[src/rtl/uart_rx_pkg.sv]
// Shared types and helpers for the UART receive frame controller.
package uart_rx_pkg;

  typedef enum logic [2:0] {
    IDLE,
    START,
    DATA,
    PARITY,
    STOP
  } rx_state_e;

  localparam int DATA_W_DEF   = 8;
  localparam int PRESCALE_MIN = 8;

  // Zero-extending the data does not change its XOR reduction.
  function automatic logic parity_bit(input logic [31:0] data, input logic par_typ);
    return (^data) ^ par_typ;
  endfunction

endpackage

[src/rtl/uart_rx_fsm_if.sv]
// RX line, config, sampler and output strobes of the UART receive controller.
interface uart_rx_fsm_if
  import uart_rx_pkg::*;
#(
  parameter int DATA_W     = DATA_W_DEF,
  parameter int PRESCALE_W = 6
);
  logic                  RX_in;
  logic                  PAR_EN;
  logic                  PAR_TYP;
  logic [PRESCALE_W-1:0] prescale;
  logic                  sampled_bit;
  logic [PRESCALE_W-1:0] edge_cnt;
  logic [3:0]            bit_cnt;
  logic                  dat_samp_en;
  logic [DATA_W-1:0]     P_DATA;
  logic                  data_valid;
  logic                  par_err;
  logic                  stp_err;

  modport master (
    output RX_in, PAR_EN, PAR_TYP, prescale, sampled_bit,
    input  edge_cnt, bit_cnt, dat_samp_en, P_DATA, data_valid, par_err, stp_err
  );

  modport slave (
    input  RX_in, PAR_EN, PAR_TYP, prescale, sampled_bit,
    output edge_cnt, bit_cnt, dat_samp_en, P_DATA, data_valid, par_err, stp_err
  );
endinterface

[src/rtl/uart_rx_edge_bit_cnt.sv]
// Oversample edge counter and data bit index counter for the UART receiver.
module uart_rx_edge_bit_cnt
  import uart_rx_pkg::*;
#(
  parameter int PRESCALE_W = 6
) (
  input  logic                  clk,
  input  logic                  rst,
  input  logic                  en,
  input  logic                  clr,
  input  logic                  bit_inc,
  input  logic                  bit_clr,
  input  logic [PRESCALE_W-1:0] prescale,
  output logic [PRESCALE_W-1:0] edge_cnt,
  output logic [3:0]            bit_cnt,
  output logic                  bit_done
);

  assign bit_done = (edge_cnt == (prescale - 1'b1));

  always_ff @(posedge clk or posedge rst) begin
    if (rst) begin
      edge_cnt <= '0;
    end else if (clr) begin
      edge_cnt <= '0;
    end else if (en) begin
      edge_cnt <= bit_done ? '0 : edge_cnt + 1'b1;
    end
  end

  always_ff @(posedge clk or posedge rst) begin
    if (rst) begin
      bit_cnt <= '0;
    end else if (bit_clr) begin
      bit_cnt <= '0;
    end else if (bit_inc) begin
      bit_cnt <= bit_cnt + 1'b1;
    end
  end

endmodule

[src/rtl/uart_rx_fsm.sv]
// UART receive frame controller: start detect, LSB-first deserialise,
// parity/stop checks and one-cycle result strobes.
module uart_rx_fsm
  import uart_rx_pkg::*;
#(
  parameter int DATA_W     = DATA_W_DEF,
  parameter int PRESCALE_W = 6
) (
  input logic          CLK,
  input logic          RST,
  uart_rx_fsm_if.slave bus
);

  rx_state_e             state;
  rx_state_e             next_state;
  logic                  rx_prev;
  logic                  armed;
  logic                  cfg_par_en;
  logic                  cfg_par_typ;
  logic [PRESCALE_W-1:0] cfg_prescale;
  logic [PRESCALE_W-1:0] presc_eff;
  logic [DATA_W-1:0]     shreg;
  logic                  frame_bad;
  logic [DATA_W-1:0]     p_data;
  logic                  data_valid;
  logic                  par_err;
  logic                  stp_err;

  logic                  start_det;
  logic                  cnt_en;
  logic                  bit_done;
  logic                  bit_inc;
  logic                  bit_clr;
  logic                  shift_en;
  logic                  par_fail;
  logic                  stop_fail;
  logic                  load;
  logic [PRESCALE_W-1:0] edge_cnt;
  logic [3:0]            bit_cnt;

  // armed stays low until the line has been seen high, so a line held low
  // across reset release cannot fake a falling edge.
  assign start_det = (state == IDLE) && armed && rx_prev && !bus.RX_in;
  assign cnt_en    = (state != IDLE) || start_det;
  assign presc_eff = (state == IDLE) ? bus.prescale : cfg_prescale;

  uart_rx_edge_bit_cnt #(
    .PRESCALE_W(PRESCALE_W)
  ) u_cnt (
    .clk      (CLK),
    .rst      (RST),
    .en       (cnt_en),
    .clr      (!cnt_en),
    .bit_inc  (bit_inc),
    .bit_clr  (bit_clr),
    .prescale (presc_eff),
    .edge_cnt (edge_cnt),
    .bit_cnt  (bit_cnt),
    .bit_done (bit_done)
  );

  always_ff @(posedge CLK or posedge RST) begin
    if (RST) begin
      state <= IDLE;
    end else begin
      state <= next_state;
    end
  end

  always_comb begin
    next_state = state;
    bit_inc    = 1'b0;
    bit_clr    = 1'b0;
    shift_en   = 1'b0;
    par_fail   = 1'b0;
    stop_fail  = 1'b0;
    load       = 1'b0;
    case (state)
      IDLE: begin
        bit_clr = 1'b1;
        if (start_det) next_state = START;
      end
      START: begin
        if (bit_done) begin
          if (bus.sampled_bit) begin
            next_state = IDLE;
          end else begin
            next_state = DATA;
            bit_clr    = 1'b1;
          end
        end
      end
      DATA: begin
        if (bit_done) begin
          shift_en = 1'b1;
          if (bit_cnt == 4'(DATA_W - 1)) begin
            next_state = cfg_par_en ? PARITY : STOP;
          end else begin
            bit_inc = 1'b1;
          end
        end
      end
      PARITY: begin
        if (bit_done) begin
          next_state = STOP;
          par_fail   = (bus.sampled_bit != parity_bit(32'(shreg), cfg_par_typ));
        end
      end
      STOP: begin
        if (bit_done) begin
          next_state = IDLE;
          if (!bus.sampled_bit) begin
            stop_fail = 1'b1;
          end else if (!frame_bad) begin
            load = 1'b1;
          end
        end
      end
      default: next_state = IDLE;
    endcase
  end

  always_ff @(posedge CLK or posedge RST) begin
    if (RST) begin
      rx_prev      <= 1'b1;
      armed        <= 1'b0;
      cfg_par_en   <= 1'b0;
      cfg_par_typ  <= 1'b0;
      cfg_prescale <= '0;
      shreg        <= '0;
      frame_bad    <= 1'b0;
      p_data       <= '0;
      data_valid   <= 1'b0;
      par_err      <= 1'b0;
      stp_err      <= 1'b0;
    end else begin
      rx_prev <= bus.RX_in;
      armed   <= armed | bus.RX_in;
      if (start_det) begin
        cfg_par_en   <= bus.PAR_EN;
        cfg_par_typ  <= bus.PAR_TYP;
        cfg_prescale <= bus.prescale;
        frame_bad    <= 1'b0;
      end else if (par_fail) begin
        frame_bad <= 1'b1;
      end
      if (shift_en) begin
        for (int i = 0; i < DATA_W; i++) begin
          if (bit_cnt == 4'(i)) shreg[i] <= bus.sampled_bit;
        end
      end
      if (load) p_data <= shreg;
      data_valid <= load;
      par_err    <= par_fail;
      stp_err    <= stop_fail;
    end
  end

  assign bus.edge_cnt    = edge_cnt;
  assign bus.bit_cnt     = bit_cnt;
  assign bus.dat_samp_en = (state != IDLE);
  assign bus.P_DATA      = p_data;
  assign bus.data_valid  = data_valid;
  assign bus.par_err     = par_err;
  assign bus.stp_err     = stp_err;

endmodule

[src/flat_wrapper.sv]
// flat-port wrapper written by rule: the top's interface ports become plain ports
module uart_rx_fsm_flat import uart_rx_pkg::*;
#(
  parameter int DATA_W     = DATA_W_DEF,
  parameter int PRESCALE_W = 6
)
  (CLK, RST, bus_RX_in, bus_PAR_EN, bus_PAR_TYP, bus_prescale, bus_sampled_bit, bus_edge_cnt, bus_bit_cnt, bus_dat_samp_en, bus_P_DATA, bus_data_valid, bus_par_err, bus_stp_err);
  uart_rx_fsm_if #(.DATA_W(DATA_W), .PRESCALE_W(PRESCALE_W)) bus_i ();
  input logic CLK;
  input logic RST;
  input wire logic [$bits(bus_i.RX_in)-1:0] bus_RX_in;
  input wire logic [$bits(bus_i.PAR_EN)-1:0] bus_PAR_EN;
  input wire logic [$bits(bus_i.PAR_TYP)-1:0] bus_PAR_TYP;
  input wire logic [$bits(bus_i.prescale)-1:0] bus_prescale;
  input wire logic [$bits(bus_i.sampled_bit)-1:0] bus_sampled_bit;
  output wire logic [$bits(bus_i.edge_cnt)-1:0] bus_edge_cnt;
  output wire logic [$bits(bus_i.bit_cnt)-1:0] bus_bit_cnt;
  output wire logic [$bits(bus_i.dat_samp_en)-1:0] bus_dat_samp_en;
  output wire logic [$bits(bus_i.P_DATA)-1:0] bus_P_DATA;
  output wire logic [$bits(bus_i.data_valid)-1:0] bus_data_valid;
  output wire logic [$bits(bus_i.par_err)-1:0] bus_par_err;
  output wire logic [$bits(bus_i.stp_err)-1:0] bus_stp_err;
  assign bus_i.RX_in = bus_RX_in;
  assign bus_i.PAR_EN = bus_PAR_EN;
  assign bus_i.PAR_TYP = bus_PAR_TYP;
  assign bus_i.prescale = bus_prescale;
  assign bus_i.sampled_bit = bus_sampled_bit;
  assign bus_edge_cnt = bus_i.edge_cnt;
  assign bus_bit_cnt = bus_i.bit_cnt;
  assign bus_dat_samp_en = bus_i.dat_samp_en;
  assign bus_P_DATA = bus_i.P_DATA;
  assign bus_data_valid = bus_i.data_valid;
  assign bus_par_err = bus_i.par_err;
  assign bus_stp_err = bus_i.stp_err;
  uart_rx_fsm #(.DATA_W(DATA_W), .PRESCALE_W(PRESCALE_W)) u_core (.CLK(CLK), .RST(RST), .bus(bus_i));
endmodule
[config.mk]
export PLATFORM = sky130hd
export DESIGN_NAME = uart_rx_fsm_flat
export DESIGN_NICKNAME = d
export VERILOG_FILES = /design/src/rtl/uart_rx_pkg.sv /design/src/rtl/uart_rx_fsm_if.sv /design/src/rtl/uart_rx_edge_bit_cnt.sv /design/src/rtl/uart_rx_fsm.sv /design/src/flat_wrapper.sv
export SDC_FILE = /design/constraint.sdc
export NUM_CORES = 1
export LEC_CHECK = 0
export CAP_MARGIN = 20
export CELL_PAD_IN_SITES_DETAIL_PLACEMENT = 0
export CELL_PAD_IN_SITES_GLOBAL_PLACEMENT = 2
export CORE_ASPECT_RATIO = 1.2
export CORE_MARGIN = 10
export CORE_UTILIZATION = 35
export CTS_CLUSTER_DIAMETER = 150
export CTS_CLUSTER_SIZE = 30
export DETAILED_ROUTE_END_ITERATION = 10
export PLACE_DENSITY = 0.88
export RECOVER_POWER = 50
export SETUP_SLACK_MARGIN = 0.2
export SLEW_MARGIN = 20
export SYNTH_ARGS = -nofsm -noshare
export SYNTH_HDL_FRONTEND = slang
export SYNTH_HIERARCHICAL = 1
export SYNTH_SLANG_ARGS = --single-unit
[constraint.sdc]
create_clock -name CLK -period 4.5 [get_ports CLK]
set_input_delay 0.675 -clock CLK [delete_from_list [all_inputs] [get_ports CLK]]
set_output_delay 0.675 -clock CLK [all_outputs]
set_load 0.01 [all_outputs]
Word level (Yosys, flattened, before mapping)
Cells that the tools add are included.
{"block": "totals", "regBits": 43, "inputBits": 12, "out_inout_bits": 22, "elab_cells": 96}
{"block": "op_classes", "n_addsub": 3, "eq_ne": 19, "muxes": 31, "bitwise": 2, "reduce_logical": 20}
{"cell": "$reduce_xor A32 Y1", "n": 1}
{"cell": "$mux W3", "n": 7}
{"cell": "$mux W6", "n": 3}
{"cell": "$eq A4 B3 Y1 const B", "n": 4}
{"cell": "$mux W1", "n": 16}
{"cell": "$reduce_and A2 Y1", "n": 8}
{"cell": "$pmux W3 S5", "n": 1}
{"cell": "$eq A4 B2 Y1 const B", "n": 2}
{"cell": "$mux W4", "n": 2}
{"cell": "$ne A2 B2 Y1 const B", "n": 4}
{"cell": "$add A6 B1 Y6 const B", "n": 1}
{"cell": "$eq A3 B2 Y1 const B", "n": 2}
{"cell": "$eq A6 B6 Y1", "n": 1}
{"cell": "$reduce_and A6 Y1", "n": 1}
{"cell": "$sub A6 B1 Y6 const B", "n": 1}
{"cell": "$add A4 B1 Y4 const B", "n": 1}
{"cell": "$eq A4 B1 Y1 const B", "n": 1}
{"cell": "$logic_not A4 Y1", "n": 1}
{"cell": "$ne A2 B1 Y1 const B", "n": 2}
{"cell": "$reduce_bool A2 Y1", "n": 2}
{"cell": "$eq A3 B1 Y1 const B", "n": 1}
{"cell": "$eq A3 B3 Y1 const B", "n": 1}
{"cell": "$logic_and A1 B1 Y1", "n": 3}
{"cell": "$logic_not A3 Y1", "n": 1}
{"cell": "8 further kinds", "n": 8}

Longest topological paths before layout
Gate-level depths: netlist (run 1).
{"block": "depth", "depth_word": 8, "depth_mapped": 17, "ltp_nobuf": 15}

Cells and area by module
The synthesis (run 1) kept the hierarchy.
{"module": "uart_rx_fsm", "instances": 1, "cells_each": 134, "area_per_inst_um2": 1566.5, "seq_area_each_um2": 827.0}
{"module": "uart_rx_edge_bit_cnt", "instances": 1, "cells_each": 72, "area_per_inst_um2": 704.4, "seq_area_each_um2": 250.2}

Least setup slack after synthesis (run 1)
Ideal clock, no wire load.
{"block": "synth_path", "kind": "register -> register", "from": "register u_core.state[0]", "to": "register u_core.shreg[7]", "setup_time_ns": 0.127, "arrival_time_ns": 3.055, "required_ns": 4.373, "slack_ns": 1.318, "path_stages_with_launch": 15, "n_path_buf": 2, "synth_period_minus_slack_ns": 3.182, "path_cell_list": "dfrtp_1 -> buf_2 -> nor3_4 -> inv_2 -> nand2_1 -> nand2_1 -> or3_4 -> xnor2_1 -> nor4b_1 -> and3_1 -> buf_6 -> nand4bb_4 -> nor3b_2 -> and3_1 -> mux2_1"}
{"block": "synth_via", "elab_chain_cells": 7, "word_cells_on_any_way": 8, "classes_between": "add/sub: 1; eq/ne: 2; mux: 3; reduce/logical: 2"}
{"item": "from (decl)", "line_no": "uart_rx_fsm.sv:14", "rtl": "rx_state_e state;"}
{"item": "from (signal assigned)", "line_no": "uart_rx_fsm.sv:66", "rtl": "state <= next_state;"}
{"item": "$logic_not A3 Y1", "line_no": "uart_rx_fsm.sv:45", "rtl": "assign presc_eff = (state == IDLE) ? bus.prescale : cfg_prescale;"}
{"item": "$mux W6", "line_no": "uart_rx_fsm.sv:45"}
{"item": "via u_core.presc_eff[0]", "line_no": "uart_rx_fsm.sv:21", "rtl": "logic [PRESCALE_W-1:0] presc_eff;"}
{"item": "$sub A6 B1 Y6", "line_no": "uart_rx_edge_bit_cnt.sv:19", "rtl": "assign bit_done = (edge_cnt == (prescale - 1'b1));"}
{"item": "$eq A6 B6 Y1", "line_no": "uart_rx_edge_bit_cnt.sv:19"}
{"item": "via u_core.bit_done", "line_no": "uart_rx_fsm.sv:31", "rtl": "logic bit_done;"}
{"item": "$mux W1", "line_no": "uart_rx_fsm.sv:94", "rtl": "if (bit_done) begin"}
{"item": "$mux W1", "line_no": "uart_rx_fsm.sv:78", "rtl": "case (state)"}
{"item": "$reduce_and A2 Y1 (no line)"}
{"item": "to (signal, indexed assignment)", "line_no": "uart_rx_fsm.sv:149", "rtl": "if (bit_cnt == 4'(i)) shreg[i] <= bus.sampled_bit;"}
{"item": "to (decl)", "line_no": "uart_rx_fsm.sv:22", "rtl": "logic [DATA_W-1:0] shreg;"}
The timed path passes the listed nets, and every way through them passes these cells.
A chain may end at the register's enable or synchronous reset.

Worst setup path in the final report (run 1)
Ends and elaborated chain as after synthesis.

==> results of run 1 <==
-- routing by layer --
| metal | vias up | wire length [um] |
|---|---|---|
| met5 | - | 0 |
| met1 | 786 | 2140 |
| met2 | 29 | 2300 |
| met4 | 0 | 18 |
| li1 | 787 | - |
| met3 | 2 | 278 |
-- cell usage in the layout, fill, tap and decap left out, types with 4 or more instances in the layout --
cell type / instances
dfrtp_1: 42
nand2b_1: 5
dlygate4sd3_1: 10
clkbuf_8: 5
inv_1: 8
xor2_1: 8
xnor2_1: 9
nor2_1: 16
o21ai_0: 8
and3_1: 5
clkdlybuf4s50_1: 23
nand2_1: 33
mux2_2: 23
nand3_1: 4
-- flip-flops by register name, indices dropped and copies added, names as in the netlist, 3 cells and up --
| signal | count |
|---|---|
| u_core/shreg | 8 |
| u_core/cfg_prescale | 6 |
| u_core/bus.P_DATA | 8 |
| u_core/u_cnt/bit_cnt | 4 |
| u_core/state | 3 |
| u_core/u_cnt/edge_cnt | 6 |
-- cell families after synthesis --
kind of cell             Yosys count  share of synthesized area [%]
AO/OA/AOI/OAI                     21                           7.38
XOR/XNOR                          18                           7.55
adder cells (fa/ha/maj)            3                           1.65
buffers and inverters             14                           2.81
flip-flops                        43                           47.4
multiplexers                      25                           12.3
AND/OR/NAND/NOR                   82                           20.8
-- worst max-delay path, delay by kind of cell (launching register included) --
kind                      cells  cell delay, ns
muxes                         1            0.31
xor gates and xnor gates      1            0.14
buffers and inverters         1            0.17
and+or+nand+nor               9            2.33
DFF                           1            0.51
-- metrics by stage --
step | cells | hold slack (ns)
after floorplan | 206 | 0.440
after global placement | 321 | 0.452
after detailed placement | 321 | 0.463
after CTS | 329 | 0.484
after global routing | 329 | 0.495
final | 329 | 0.482
-- where the power goes --
group          internal [uW]  total [uW]  switching [uW]
sequential               387         387           0.121
clock                    109         240             132
combinational           9.95        22.3            12.3
total                    505         649             144
-- synthesized netlist by cell type (2+ instances only) --
master and n:
dfrtp_1 42, nand2_1 33, mux2_2 23, nor2_1 15
xnor2_1 9, inv_1 8, o21ai_0 8, xor2_1 8
and3_1 5, nand2b_1 5, nand3_1 4, a21oi_1 3
buf_2 3, ha_1 3, nor3_4 3, o32ai_1 3
a2111oi_2 2, a211oi_1 2, nand3b_1 2, nor2b_1 2
-- worst min-delay path by stage --
stage,start,to
3_3_place_gp,u_core/armed,u_core/armed
4_1_cts,u_core/armed,u_core/armed
2_1_floorplan,u_core/armed,u_core/armed
3_5_place_dp,u_core/armed,u_core/armed
6_report,u_core/armed,u_core/armed
5_1_grt,u_core/armed,u_core/armed
-- layout make-up --
cell class                      instances  share of cell area, %
Timing Repair Buffer                   35                   12.3
Clock buffer                            6                   2.62
Clock inverter                          2                  0.452
Multi-Input combinational cell        149                   40.6
Sequential cell                        43                   38.9
Inverter                                9                   1.22
Tap cell                               85                   3.84
==> results.ini, run 1 <==
[status]
status=finished, violations left
violations=capacitance limit, slew limit

[global_route]
antenna_found_initial=0
grt_pass1_wl_mm=8.01
grt_pass1_vias=1649
grt_max_degree=34
grt.met3_usage_pct=2.91
grt_use_total_pct=9.63
grt_use_met2_pct=16.0
use_met1_pct=11.9
grt.busiest_layer=met2
grt_overflow_total=0

[pwr]
power_uw=649
p_leak_uw=0.00127
vdd_drop_max_v=0.000141
power_density_mw_per_mm2=235

[sta]
maxSlewHeadroom_pct=-18.8
rsz0062_at_grt=false
min_period_over_period_pct=79.4
fmax_mhz=280
finClkSkew_ns=0.00788
worstMarginPinSlew_ns=1.78
hold_viol_final=0
tns_ns=0
layout_min_cycle_time_ns=3.57
fin_ws_ns=0.927
report.final.slew_viol_count=34
setup_viol=0

[setup_path]
cpPeakStageDelay_ns=0.51
critical_path.cell_chain=nor3_4, inv_2, nand2_1, nand2_1, or3_4, xnor2_1, nor4b_1, and3_1, nand4bb_4, nor3b_2, and3_1, mux2_1
worstReg2RegEnd=u_core/shreg[7]
critPathArrivalTime_ns=3.75
reg2reg_depth=12
crit_type=flop to flop
rrSetupSlack_ns=0.93
worstSetupEndpointType=flop
critPathLaunch=u_core/state[0]
reg2reg_from=u_core/state[0]
cp_max_fo=9
cp.required_ns=4.68
start_kind=flop
slowest_stage=dfrtp_1
crit_end=u_core/shreg[7]

[yosys]
syn-num-nets=221
synth_edf_count=0
yosysSeqAreaShare_pct=47.4
avgSynthCellArea_um2=11.0
synth_top_area_cell=dfrtp_1
yosys.cell_types.count=43
syn_area_mm2=0.00227
netlist.area_leader.share_pct=46.3
yosysWarnings=6
synthCells=206
ys_ff_latch=43
yosys-top-cells-area=dfrtp_1, mux2_2, nand2_1, xnor2_1, xor2_1
async_flop_share_pct=100
synth_top_flop_cell=dfrtp_1

[cells_and_area]
final_util_pct=43.5
area_growth_pct=21.8
layout.area.seq_mm2=0.00108
final_nets=258
drive_gt1_share_pct=18.4
fill_cells=617
antennaDiodeCount=0
multiInputGateArea_mm2=0.00112
fin_area_mm2=0.00277

[placed_design]
place_area_mm2=0.00269
port_buffers=33
post-place-ws_ns=0.800
hpwl_mm=3.49
gp_congestion=0.706

[die]
dieHeight_um=108
start_util_pct=35.7
row_count=32
io_pins=34
fp.dieW_um=93.5
die_area_mm2=0.0101
core_area_mm2=0.00637

[clocking]
ctsHoldBuffers=0
numCtsBuffers=5
htree_levels=2
cts_resized=0
postCtsSetupRepairBufs=0
clock-root-buffer=clkbuf_8
cts.path.max_buffers=2
clock_latency_ns=0.29
clk_pin_slew_ns=0.08
cts_tree=done
cts_sinks=43

[detailed_routing]
dr.pass1.iters=4
wl_per_cell_um=14.4
num_vias=1604
via_per_inst=4.88
routed_wl_mm=4.74
detail-route-antenna-nets=0
route.detailed.drc=0
drt-initial-drc-count=33

[job]
drv_cap=1

[min_path]
min_path_type=flop to flop
whs_path_depth=1

(Power assumes the default switching activity.)
==> run 2, diff against run 1 <==
==> constraint.sdc (replaced) <==
create_clock -name CLK -period 3.5 [get_ports CLK]
set_input_delay 0.525 -clock CLK [delete_from_list [all_inputs] [get_ports CLK]]
set_output_delay 0.525 -clock CLK [all_outputs]
set_load 0.01 [all_outputs]
==> results.ini, run 2 (synthesis results as in run 1) <==
[status]
status=finished, violations left
violations=capacitance limit, slew limit

[pwr]
vdd_drop_max_v=0.000221  ; +56%
switching_share_pct=21.2  ; -0.95 points
pwr-share-clk_pct=37.6  ; +0.6 points
p_seq_share_pct=58.9  ; -0.7 points
p_int_uw=665  ; +32%
combPwrFrac_pct=3.4  ; about the same
p_leak_uw=0.00134  ; +5.4%
p_switching_uw=179  ; +24%
power_density_mw_per_mm2=295  ; +26%

[detailed_routing]
via_per_inst=4.74  ; -2.9%
num_vias=1610  ; +0.37%
detail-route-antenna-nets=0  ; unchanged
wl_per_cell_um=14.1  ; -1.7%
route.detailed.drc=0  ; unchanged
drt-initial-drc-count=56  ; +70%
routed_wl_mm=4.81  ; +1.5%
dr.pass1.iters=4  ; unchanged

[global_route]
grt_overflow_total=0  ; unchanged
grt_pass1_wl_mm=8.27  ; +3.2%
grt_max_degree=34  ; unchanged
grt_use_total_pct=9.96  ; +0.33 points
grt_pass1_vias=1678  ; +1.8%
antenna_found_initial=0  ; unchanged

[setup_path]
worstSetupEndpointType=flop
crit_type=flop to flop
cp_max_fo=5  ; -4
critPathArrivalTime_ns=3.19  ; -0.56 ns
start_kind=flop
cp.required_ns=3.67  ; -1.01 ns

[cells_and_area]
final_util_pct=45.0  ; +1.5 points
drive_gt1_share_pct=22.7  ; +4.3 points
antennaDiodeCount=0  ; unchanged
final_common_cell=dfrtp_1
fill_cells=599  ; -2.9%
final_cell_mix=dfrtp_1, nand2_1, clkdlybuf4s50_1, mux2_2, nor2_1
final_nets=270  ; +4.7%
layout.area.seq_mm2=0.00108  ; unchanged
area_growth_pct=26.1
fin_area_mm2=0.00286  ; +3.5%
multiInputGateArea_mm2=0.00112  ; +0.11%

[sta]
tns_ns=0  ; unchanged
rsz0062_at_grt=false
min_period_over_period_pct=86.3  ; +6.9 points
report.final.slew_viol_count=34  ; unchanged
layout_min_cycle_time_ns=3.02  ; -0.552 ns
maxSlewHeadroom_pct=-20.2  ; -1.3 points
setup_viol=0  ; unchanged
finClkSkew_ns=0.00410  ; -0.00378 ns
worstMarginPinSlew_ns=1.80  ; +0.0202 ns
whs_ns=0.482  ; +0.000395 ns
hold_viol_final=0  ; unchanged
fmax_mhz=331  ; +18%

[die]
row_count=32  ; unchanged
dieHeight_um=108  ; unchanged
fp.dieW_um=93.5  ; unchanged
io_pins=34  ; unchanged
start_util_pct=35.7  ; unchanged
die_area_mm2=0.0101  ; unchanged
core_area_mm2=0.00637  ; unchanged

[clocking]
clock-root-buffer=clkbuf_8
numCtsBuffers=5  ; unchanged
cts.path.max_buffers=2  ; unchanged
clock_latency_ns=0.29  ; about the same
cts_sinks=43  ; unchanged
htree_levels=2  ; unchanged
ctsHoldBuffers=0  ; unchanged
cts_tree=done
clk_pin_slew_ns=0.08  ; about the same

[placed_design]
place_area_mm2=0.00277  ; +2.8%
port_buffers=33  ; unchanged
gp_congestion=0.733  ; +3.8%
hpwl_mm=3.59  ; +2.6%

[min_path]
min_path_type=flop to flop

[job]
drv_cap=1  ; unchanged

[run 2: cell count changes in the layout (fill, tap and decap cells not counted)]
cell	change
clkinvlp_4	-1
inv_2	-1
clkbuf_1	-1
inv_4	+1
and3_1	-1
and3_2	+1
buf_4	+12
clkbuf_8	+1
[run 2: through the flow]
| step | total power, uW | setup WS [ns] | instances |
|---|---|---|---|
| 4_1_cts | 857 | 0.313 | 338 |
| 3_5_place_dp | 539 | 0.207 | 331 |
| 3_3_place_gp | 538 | 0.244 | 331 |
| 2_1_floorplan | 520 | 0.318 | 206 |
| 6_report | 844 | 0.479 | 340 |
| 5_1_grt | 881 | 0.252 | 340 |
[run 2: critical path, stage by stage, from the launching register on]
cell       delay [ns]
dfrtp_1          0.41
nor3_4           0.17
buf_4            0.17
buf_4            0.11
nand2_1          0.04
nand2_1          0.08
inv_1            0.05
ha_1             0.28
xor2_1           0.14
nand2_1          0.07
nor4b_1          0.26
and3_2           0.28
nand4bb_4        0.14
nor3b_2          0.21
and3_1           0.18
mux2_1           0.32
[run 2: what timing repair did]
item,CTS,global route
buffers inserted,0,2
endpoints found under the setup margin,0,19
gates resized for setup,0,2
endpoints found under the hold margin,0,0
[run 2: power by group through the flow]
stage          logic [uW]  registers (uW)  clock network (uW)
2_1_floorplan        12.6             507                   0
3_3_place_gp         31.1             507                   0
3_5_place_dp         31.6             507                   0
4_1_cts              31.7             497                 328
5_1_grt              33.1             498                 350
6_report             29.0             497                 318
[run 2: cell type report]
cell class                      count  area share [%]
Clock buffer                        6            2.88
Clock inverter                      1           0.175
Multi-Input combinational cell    149            39.2
Inverter                            9            1.27
Sequential cell                    43            37.6
Timing Repair Buffer               47            15.1
Tap cell                           85            3.72
[run 2: final timing paths]
check,from,endpoint,slack (ns),cells past startpoint
setup / recovery,u_core/state[1],u_core/shreg[7],0.48,15
hold / removal,u_core/armed,u_core/armed,0.48,1
setup reg to reg,u_core/state[1],u_core/shreg[7],0.48,15
hold reg to reg,u_core/armed,u_core/armed,0.48,1
max in group asynchronous,RST,u_core/shreg[1],1.12,3
min in group asynchronous,RST,u_core/u_cnt/edge_cnt[1],0.69,2
[run 2: routing by layer]
| layer | vias up | share of wire (%) | GRT usage [%] |
|---|---|---|---|
| met5 | - | 0 | 0 |
| met4 | 0 | 0.89 | 2.28 |
| met3 | 6 | 6.1 | 3.33 |
| met2 | 34 | 49 | 16.9 |
| met1 | 761 | 44 | 11.9 |
| li1 | 809 | - | - |
